$ cat src/rtl/dmem_ctrl_pkg.sv
// rtl/dmem_ctrl_pkg.sv - shared widths, opcodes, size codes and FSM encodings for dmem_ctrl
package dmem_ctrl_pkg;

  localparam int W_DATA = 32;
  localparam int W_ADDR = 32;
  localparam int W_OPER = 5;

  // MEM-stage operation codes (only the memory ops matter here)
  localparam logic [W_OPER-1:0] OP_NOP = 5'd0;
  localparam logic [W_OPER-1:0] OP_LB  = 5'd1;
  localparam logic [W_OPER-1:0] OP_LBU = 5'd2;
  localparam logic [W_OPER-1:0] OP_LH  = 5'd3;
  localparam logic [W_OPER-1:0] OP_LHU = 5'd4;
  localparam logic [W_OPER-1:0] OP_LW  = 5'd5;
  localparam logic [W_OPER-1:0] OP_SB  = 5'd6;
  localparam logic [W_OPER-1:0] OP_SH  = 5'd7;
  localparam logic [W_OPER-1:0] OP_SW  = 5'd8;
  localparam logic [W_OPER-1:0] OP_ADD = 5'd9;

  // Access size codes driven on the size port
  localparam logic [1:0] SZ_BYTE = 2'd0;
  localparam logic [1:0] SZ_HALF = 2'd1;
  localparam logic [1:0] SZ_WORD = 2'd2;

  // Access FSM state encodings
  localparam logic [1:0] DMS_IDLE = 2'd0;
  localparam logic [1:0] DMS_WAIT = 2'd1;
  localparam logic [1:0] DMS_DROP = 2'd2;
  localparam logic [1:0] DMS_DONE = 2'd3;

  function automatic logic misaligned(input logic [1:0] sz, input logic [1:0] lo);
    return ((sz == SZ_HALF) && lo[0]) || ((sz == SZ_WORD) && (lo != 2'b00));
  endfunction

endpackage

$ cat src/rtl/dmem_ctrl_lane_gen.sv
// rtl/dmem_ctrl_lane_gen.sv - combinational size/strobe/lane/alignment decode for one access
// Ports:
//   oper, addr_lo, sdata      : MEM-stage op code, address bits [1:0], store source value
//   is_mem, is_store          : op is a load/store, op is a store
//   size, wstrb, wdata        : access size, byte strobes, lane-replicated store data
//   adel, ades                : misaligned load / misaligned store (not gated by valid)
module dmem_ctrl_lane_gen
  import dmem_ctrl_pkg::*;
(
  input  logic [W_OPER-1:0] oper,
  input  logic [1:0]        addr_lo,
  input  logic [W_DATA-1:0] sdata,
  output logic              is_mem,
  output logic              is_store,
  output logic [1:0]        size,
  output logic [3:0]        wstrb,
  output logic [W_DATA-1:0] wdata,
  output logic              adel,
  output logic              ades
);

  logic mis;

  always_comb begin
    is_mem   = 1'b0;
    is_store = 1'b0;
    size     = SZ_WORD;
    wstrb    = 4'b0000;
    wdata    = sdata;
    case (oper)
      OP_LB, OP_LBU: begin
        is_mem = 1'b1;
        size   = SZ_BYTE;
      end
      OP_LH, OP_LHU: begin
        is_mem = 1'b1;
        size   = SZ_HALF;
      end
      OP_LW: begin
        is_mem = 1'b1;
        size   = SZ_WORD;
      end
      OP_SB: begin
        is_mem   = 1'b1;
        is_store = 1'b1;
        size     = SZ_BYTE;
        wstrb    = 4'b0001 << addr_lo;
        wdata    = {4{sdata[7:0]}};
      end
      OP_SH: begin
        is_mem   = 1'b1;
        is_store = 1'b1;
        size     = SZ_HALF;
        wstrb    = addr_lo[1] ? 4'b1100 : 4'b0011;
        wdata    = {2{sdata[15:0]}};
      end
      OP_SW: begin
        is_mem   = 1'b1;
        is_store = 1'b1;
        size     = SZ_WORD;
        wstrb    = 4'b1111;
      end
      default: ;
    endcase
  end

  assign mis  = misaligned(size, addr_lo);
  assign adel = is_mem && !is_store && mis;
  assign ades = is_store && mis;

endmodule

$ cat src/rtl/dmem_ctrl.sv
// rtl/dmem_ctrl.sv - MEM-stage data-memory request FSM with stall and read-word capture
// Ports:
//   clk, rst                  : clock, asynchronous active-high reset
//   valid, oper, addr, sdata  : live MEM instruction, op code, effective address, store value
//   flush, hold               : MEM instruction killed, MEM instruction not advancing
//   req, wr, size, maddr      : memory request, store flag, access size, request address
//   wstrb, wdata              : byte strobes and lane-replicated store data
//   addr_ok, data_ok, rdata   : request accepted, access complete, read word
//   stall                     : freeze IF..MEM
//   ld_data, word_offset      : captured read word and addr[1:0] for writeback
//   adel, ades                : load / store address error
module dmem_ctrl
  import dmem_ctrl_pkg::*;
(
  input  logic              clk,
  input  logic              rst,
  input  logic              valid,
  input  logic [W_OPER-1:0] oper,
  input  logic [W_ADDR-1:0] addr,
  input  logic [W_DATA-1:0] sdata,
  input  logic              flush,
  input  logic              hold,
  output logic              req,
  output logic              wr,
  output logic [1:0]        size,
  output logic [W_ADDR-1:0] maddr,
  output logic [3:0]        wstrb,
  output logic [W_DATA-1:0] wdata,
  input  logic              addr_ok,
  input  logic              data_ok,
  input  logic [W_DATA-1:0] rdata,
  output logic              stall,
  output logic [W_DATA-1:0] ld_data,
  output logic [1:0]        word_offset,
  output logic              adel,
  output logic              ades
);

  logic       lg_is_mem;
  logic       lg_is_store;
  logic       lg_adel;
  logic       lg_ades;
  logic       mem_ok;
  logic       capture;
  logic [1:0] state;
  logic [1:0] state_nxt;

  dmem_ctrl_lane_gen u_lane_gen (
    .oper     (oper),
    .addr_lo  (addr[1:0]),
    .sdata    (sdata),
    .is_mem   (lg_is_mem),
    .is_store (lg_is_store),
    .size     (size),
    .wstrb    (wstrb),
    .wdata    (wdata),
    .adel     (lg_adel),
    .ades     (lg_ades)
  );

  assign maddr  = addr;
  assign wr     = lg_is_store;
  assign adel   = valid && lg_adel;
  assign ades   = valid && lg_ades;
  assign mem_ok = valid && lg_is_mem && !lg_adel && !lg_ades;

  // A new request only ever launches from IDLE; DONE blocks re-issue while hold
  // keeps the already-completed instruction sitting in MEM.
  assign req = (state == DMS_IDLE) && mem_ok && !flush;

  always_comb begin
    state_nxt = state;
    capture   = 1'b0;
    stall     = 1'b0;
    case (state)
      DMS_IDLE: begin
        stall = req;
        if (req && addr_ok) begin
          if (data_ok) begin
            state_nxt = DMS_DONE;
            capture   = 1'b1;
          end else begin
            state_nxt = DMS_WAIT;
          end
        end
      end
      DMS_WAIT: begin
        stall = 1'b1;
        if (data_ok) begin
          state_nxt = DMS_DONE;
          capture   = 1'b1;
        end else if (flush) begin
          state_nxt = DMS_DROP;
        end
      end
      DMS_DROP: begin
        // The bus transaction is already accepted; drain it and drop the data.
        stall = 1'b1;
        if (data_ok) state_nxt = DMS_IDLE;
      end
      DMS_DONE: begin
        if (!hold) state_nxt = DMS_IDLE;
      end
      default: state_nxt = DMS_IDLE;
    endcase
  end

  always_ff @(posedge clk or posedge rst) begin
    if (rst) begin
      state       <= DMS_IDLE;
      ld_data     <= '0;
      word_offset <= 2'b00;
    end else begin
      state <= state_nxt;
      if (capture) begin
        ld_data     <= rdata;
        word_offset <= addr[1:0];
      end
    end
  end

endmodule
$ cat config.mk
export PLATFORM = sky130hd
export DESIGN_NAME = dmem_ctrl
export DESIGN_NICKNAME = d
export VERILOG_FILES = /design/src/rtl/dmem_ctrl_pkg.sv /design/src/rtl/dmem_ctrl_lane_gen.sv /design/src/rtl/dmem_ctrl.sv
export SDC_FILE = /design/constraint.sdc
export NUM_CORES = 1
export LEC_CHECK = 0
export ABC_AREA = 1
export BUFFER_PORTS_ARGS = -buffer_cell sky130_fd_sc_hd__buf_4
export CAP_MARGIN = 25
export CORE_AREA = 2 2 83 85
export CTS_BUF_LIST = sky130_fd_sc_hd__clkbuf_8 sky130_fd_sc_hd__clkbuf_16
export CTS_CLUSTER_DIAMETER = 30
export DETAILED_ROUTE_END_ITERATION = 8
export DIE_AREA = 0 0 85 87
export GPL_TIMING_DRIVEN = 0
export PLACE_DENSITY = 0.82
export SETUP_SLACK_MARGIN = 0.5
export SLEW_MARGIN = 40
export SYNTH_ARGS = -nofsm -noshare
export SYNTH_HDL_FRONTEND = slang
export SYNTH_SLANG_ARGS = --single-unit
$ cat constraint.sdc
create_clock -name clk -period 4.2 [get_ports clk]
set_clock_uncertainty 0.05 [all_clocks]
set_input_delay 0.84 -clock clk [delete_from_list [all_inputs] [get_ports clk]]
set_output_delay 0.84 -clock clk [all_outputs]
set_load 0.005 [all_outputs]
==> Word-level counts from Yosys, hierarchy flattened <==
Cells that the tools add are included.
{ "totals": {"regBits": 36, "in_bits": 108, "output_inout_bits": 109, "wordCells": 64} }
{ "classes": {"eq_ne": 17, "shifts": 1, "n_mux": 17, "reduce_logical": 26} }
{ "ops": {"columns": ["operator", "n"], "rows": [
  ["$pmux W32 S2", 1],
  ["$eq A5 B3 Y1 const B", 4],
  ["$logic_and A1 B1 Y1", 13],
  ["$mux W2", 6],
  ["$pmux W4 S3", 1],
  ["$eq A5 B2 Y1 const B", 2],
  ["$reduce_or A3 Y1", 3],
  ["$pmux W2 S4", 1],
  ["$reduce_or A8 Y1", 1],
  ["$eq A2 B2 Y1 const B", 3],
  ["$eq A5 B1 Y1 const B", 1],
  ["$eq A5 B4 Y1 const B", 1],
  ["$eq A2 B1 Y1 const B", 2],
  ["$logic_not A1 Y1", 4],
  ["$mux W1", 4],
  ["$mux W4", 1],
  ["$ne A2 B2 Y1 const B", 2],
  ["$pmux W1 S2", 2],
  ["$pmux W2 S2", 1],
  ["$reduce_and A4 Y1", 1],
  ["$shl A1 B2 Y4 const A", 1],
  ["$ne A3 B3 Y1 const B", 1],
  ["$logic_not A2 Y1", 1],
  ["$ne A2 B1 Y1 const B", 1],
  ["3 further kinds", 3]
]} }

==> Logic depth before layout (Yosys ltp) <==
{ "depth": {"word_depth": 15, "ltp_mapped": 13, "mapped_depth_nobuf": 13} }

==> By module <==
From an unflattened synthesis, not the netlist that was laid out.
{ "hier_totals": {"hier_cells": 349, "hier_area_um2": 2484.9} }
{ "by_module_without_submodules": {"columns": ["module", "instances", "cells_per_inst", "area_per_inst_um2", "seq_area_each_um2"], "rows": [
  ["dmem_ctrl", 1, 223, 1881.8, 900.9],
  ["dmem_ctrl_lane_gen", 1, 126, 603.1, 0.0]
]} }

==> Least setup slack after synthesis <==
OpenSTA, ideal clock, no wires.
{ "synth_timing": {"kind": "input-to-output", "start": "input oper[0]", "end": "output wdata[29]", "arrival_time_ns": 1.925, "required_time_ns": 3.310, "slack_ns": 1.385, "stages": 10, "path_buffers": 2, "path_cell_list": "buf_4 > inv_1 > nand2_1 > inv_1 > nand2_1 > nand2_1 > clkinv_1 > buf_2 > nand2_1 > nand2_1"} }
{ "synth_between": {"elab_chain_cells": 2, "word_cells_on_any_way": 3, "classes_between": "eq/ne (2); mux (1)"} }
{ "synth_rtl": {"columns": ["item", "line", "source"], "rows": [
  ["from (decl)", "dmem_ctrl.sv:18", "input logic [W_OPER-1:0] oper,"],
  ["$eq A5 B3 Y1", "dmem_ctrl_lane_gen.sv:30", "case (oper)"],
  ["$pmux W32 S2 *", "dmem_ctrl_lane_gen.sv:30", null],
  ["to (decl)", "dmem_ctrl.sv:28", "output logic [W_DATA-1:0] wdata,"]
]} }
Every way passes the cells marked *; elsewhere a longest branch is shown, timed or not.

==> Final worst setup path <==
{ "layout_timing": {"start": "input oper[3]", "end": "output wdata[20]"} }
The elaborated chain is that of the path after synthesis.

==> run summary <==
Number of antenna violations at the first check in global routing: 0. The mux contribution to synthesized area came out at 0%. Synthesis handed over a netlist of 363 instances.

For this run, the post-layout net count is 669. The logs give 2 for the maximum buffer depth of the clock tree and 7400 sq um for the total die area. The count of buffers from port buffering is 186, and the largest fanout on the critical path is 10. The routed layout has 2,974 vias.

For this run, the detailed router's first-pass iteration total came to 4. The die is 87 microns tall. The logic gate share of total power came out at 48.1%. Type of origin of the critical path: an input pin. After synthesis, the mean cell area works out to 6.90 sq um.

The wire length of the first global-routing pass is 13,100 microns. After detailed routing, the average wire length per cell comes to 13.1 microns. Data on the critical path arrives at its endpoint at 2.52 ns. For the final global-route overflow total, the log shows 0.

In the layout the commonest cells are 227 x sky130_fd_sc_hd__buf_4, 139 x sky130_fd_sc_hd__nand2_1, 42 x sky130_fd_sc_hd__nand3_1. The switching share of power is 34.0%, and the tightest slew margin relative to the limit is 59.2%. The share of synthesized area occupied by flip-flops and latches was 35.9%.

The startpoint-to-endpoint class of the critical path was input pin to output pin. The clock transition at the register clock pins on the worst setup and hold paths after CTS was 0.07 ns; the post-synthesis cell type count was 22. The endpoint of the most critical setup path was wdata[20]. The number of nets handed over by synthesis was 476.

The number of cells on the worst reg-to-reg path is 6. Once detail routing completed, the nets flagged for antenna violations numbered 0. The most common cell after layout, fill and taps aside was sky130_fd_sc_hd__buf_4. Detailed placement ended at an HPWL of 6790 microns. Summing all placed instances gives a cell area of 4000 sq um. The number of H-tree levels is 2. TritonCTS built the clock tree.

For the total routed wirelength, the log shows 8350 microns. Derived from the worst setup path, the maximum achievable clock frequency is 0.293 GHz. CTS saw 36 sinks. The number of buffers added by the clock tree synthesis step is 5, and the max-capacitance violation count is 0.

For the finished layout, the period the worst path requires is 3.41 ns. The maximum number of pins on one net before global-route repair is 37. Summing the areas of all compound-gate instances in the mapped netlist gives 5.69% of the synthesized area. Yosys attributes the largest share of cell area to sky130_fd_sc_hd__dfrtp_1 36%, sky130_fd_sc_hd__nand2_1 21%, sky130_fd_sc_hd__buf_4 12%. The internal power is 1.14 mW. The run gives 38.2% as the initial cell density of the core.

Setup repair after global routing left no endpoint under its margin. The area of the core came out at 6570 sq um. After Yosys synthesis, and, or, nand and nor cells account for 34.9% of the synthesized area.

The first-iteration detailed-routing DRC count is 94. Reported net switching power: 0.591 mW. For this run, the number of Yosys warnings is 0. Setup total negative slack on the finished layout was measured at 0 ns. The floorplan row count is 30.

The fraction of final layout cells sized beyond drive strength 1 was 45.4%; the post-synthesis xor/xnor area fraction was 0%. The tools report the origin of the critical flop-to-flop path as state[1]. The flow ran to the end, and the final reports show no timing, DRC or antenna violations.

For the peak supply drop, the log shows 0.000358 V. Per report_power, the clock group accounts for 17.0% of the total. The mapped netlist covers 2510 sq um. In the global route stage, overall resource usage came out at 21.6%. STA classifies the critical path endpoint as an output pin. For this design the ratio of total power to cell area is 421 nW/um^2.

In this run, synthesis produced a sequential element count of 36. The worst hold path belongs to the class flip-flop to flip-flop. The later pin in the worst-skew pair is clocked with a latency of 0.28 ns.

The number of setup violations in the final report is 0, and the max-slew violation total from the final report is 0. The critical path starts at oper[3]. The endpoint of the most critical register-to-register path was ld_data[26].

By area, the combinational part of the netlist is dominated by simple AND/OR/NAND/NOR gates. At the pin with the least slew margin, the transition time is 0.611 ns. The tools report the number of top-level pins as 217.

Dividing the final minimum period by the clock period gives 81.2%. At the end of routability-driven placement, the weighted congestion stood at 0.870. Of the total power, registers draw 34.9%.

The logs give 2,751 for the number of global-route vias before repair and 0 for the number of remaining DRC errors. Dividing the detail-routed via count by the number of cells gives 4.67. The floorplan step set the die width to 85 microns. The tree is rooted in a sky130_fd_sc_hd__clkbuf_8.

The finished cells cover 4120 sq um. For the number of hold violations in the final report, the log shows 0. The synthesized design spends more area on one cell type than any other, namely sky130_fd_sc_hd__dfrtp_1.

The tools report the antenna diode count as 0. The synthesis-to-finish area growth was 64.3%; the required time of the worst setup path was 3.31 ns. For the leakage dissipation, the log shows 2.43 nW. Of the total synthesized cell area, the portion taken by full adders, half adders and majority gates is 2.50%. In this run the most critical hold path is launched from ld_data[31]. Of the post-synthesis cell area, the dominant cell type holds 35.9%.

The run gives 0 as the buffers inserted during post-CTS setup optimization. Reg2reg setup slack: 2.42 ns.
[worst min-delay path by stage]
stage,end,cells past startpoint
after global placement,ld_data[4],2
final,ld_data[31],2
after CTS,ld_data[31],2
after floorplan,ld_data[0],2
after detailed placement,ld_data[31],2
after global routing,ld_data[28],2
[kinds of logic after synthesis]
kind of cell             Yosys count
flip-flops                        36
AO/OA/AOI/OAI                     26
adder cells (fa/ha/maj)            5
AND/OR/NAND/NOR                  205
buffers and inverters             91
[metrics by stage]
step           std cells  worst slack [ns]  hold WS [ns]  total power, mW  utilization (%)
4_1_cts              637             0.634         0.466             1.76             62.6
2_1_floorplan        363              1.39         0.449            0.992                -
5_1_grt              637             0.638         0.480             1.88             62.7
6_report             637             0.790         0.461             1.73             62.7
3_5_place_dp         629             0.637         0.447             1.46             60.9
3_3_place_gp         629             0.674         0.442             1.42             60.9
[cell type report]
cell class                 count  area (sq um)
buffer                        53           382
clock buffer                   5          68.8
clock inverter                 3          38.8
fill                         591          2450
inverter                      38           148
multi-input combinational    236          1080
sequential                    36           901
tap                           80           100
timing repair buffer         186          1400
[cell usage after synthesis]
cell	instances
sky130_fd_sc_hd__dfrtp_1	36
sky130_fd_sc_hd__inv_1	35
sky130_fd_sc_hd__buf_2	5
sky130_fd_sc_hd__nand2_4	1
sky130_fd_sc_hd__nor2_1	14
sky130_fd_sc_hd__o22ai_1	8
sky130_fd_sc_hd__nand2_2	2
sky130_fd_sc_hd__nor3_1	2
sky130_fd_sc_hd__nand3_1	42
sky130_fd_sc_hd__buf_6	3
sky130_fd_sc_hd__nand2_1	140
sky130_fd_sc_hd__nand3_2	1
sky130_fd_sc_hd__buf_4	41
sky130_fd_sc_hd__nand4_4	1
sky130_fd_sc_hd__ha_1	5
sky130_fd_sc_hd__inv_2	1
sky130_fd_sc_hd__o31ai_1	1
sky130_fd_sc_hd__clkbuf_1	4
sky130_fd_sc_hd__a21oi_1	3
sky130_fd_sc_hd__o21ai_0	14
sky130_fd_sc_hd__nor2_4	2
sky130_fd_sc_hd__clkinv_1	2
[timing repair]
action	4_1_cts	5_1_grt
gates resized for setup	0	2
endpoints found under the setup margin	0	7
hold buffers	0	0
[layer usage]
layer	vias to the layer above	GRT usage, %	wire [microns]
li1	1483	-	-
met1	1357	26.4	3300
met2	122	37.9	4290
met3	12	5.31	608
met4	0	6.20	153
met5	-	0	0
[power groups by stage]
stage / logic (mW) / clock network (mW) / registers (mW)
after global placement: 0.819 / 0 / 0.606
after detailed placement: 0.844 / 0 / 0.614
after CTS: 0.848 / 0.302 / 0.606
after floorplan: 0.380 / 0 / 0.613
final: 0.834 / 0.294 / 0.606
after global routing: 0.933 / 0.323 / 0.626
[critical path: stages]
cell                         delay [ns]
sky130_fd_sc_hd__buf_4             0.13
sky130_fd_sc_hd__inv_2             0.06
sky130_fd_sc_hd__nand2_1           0.06
sky130_fd_sc_hd__nor2_1            0.21
sky130_fd_sc_hd__nand2_1           0.20
sky130_fd_sc_hd__nand2_2           0.24
sky130_fd_sc_hd__clkinvlp_4        0.23
sky130_fd_sc_hd__buf_2             0.25
sky130_fd_sc_hd__nand2_1           0.12
sky130_fd_sc_hd__nand2_1           0.06
sky130_fd_sc_hd__buf_4             0.13
[state kept, by name, indices dropped and copies added (netlist names)]
name and count:
state 2, word_offset 2, ld_data 32
Note: power is estimated with default switching activity, not from simulation.
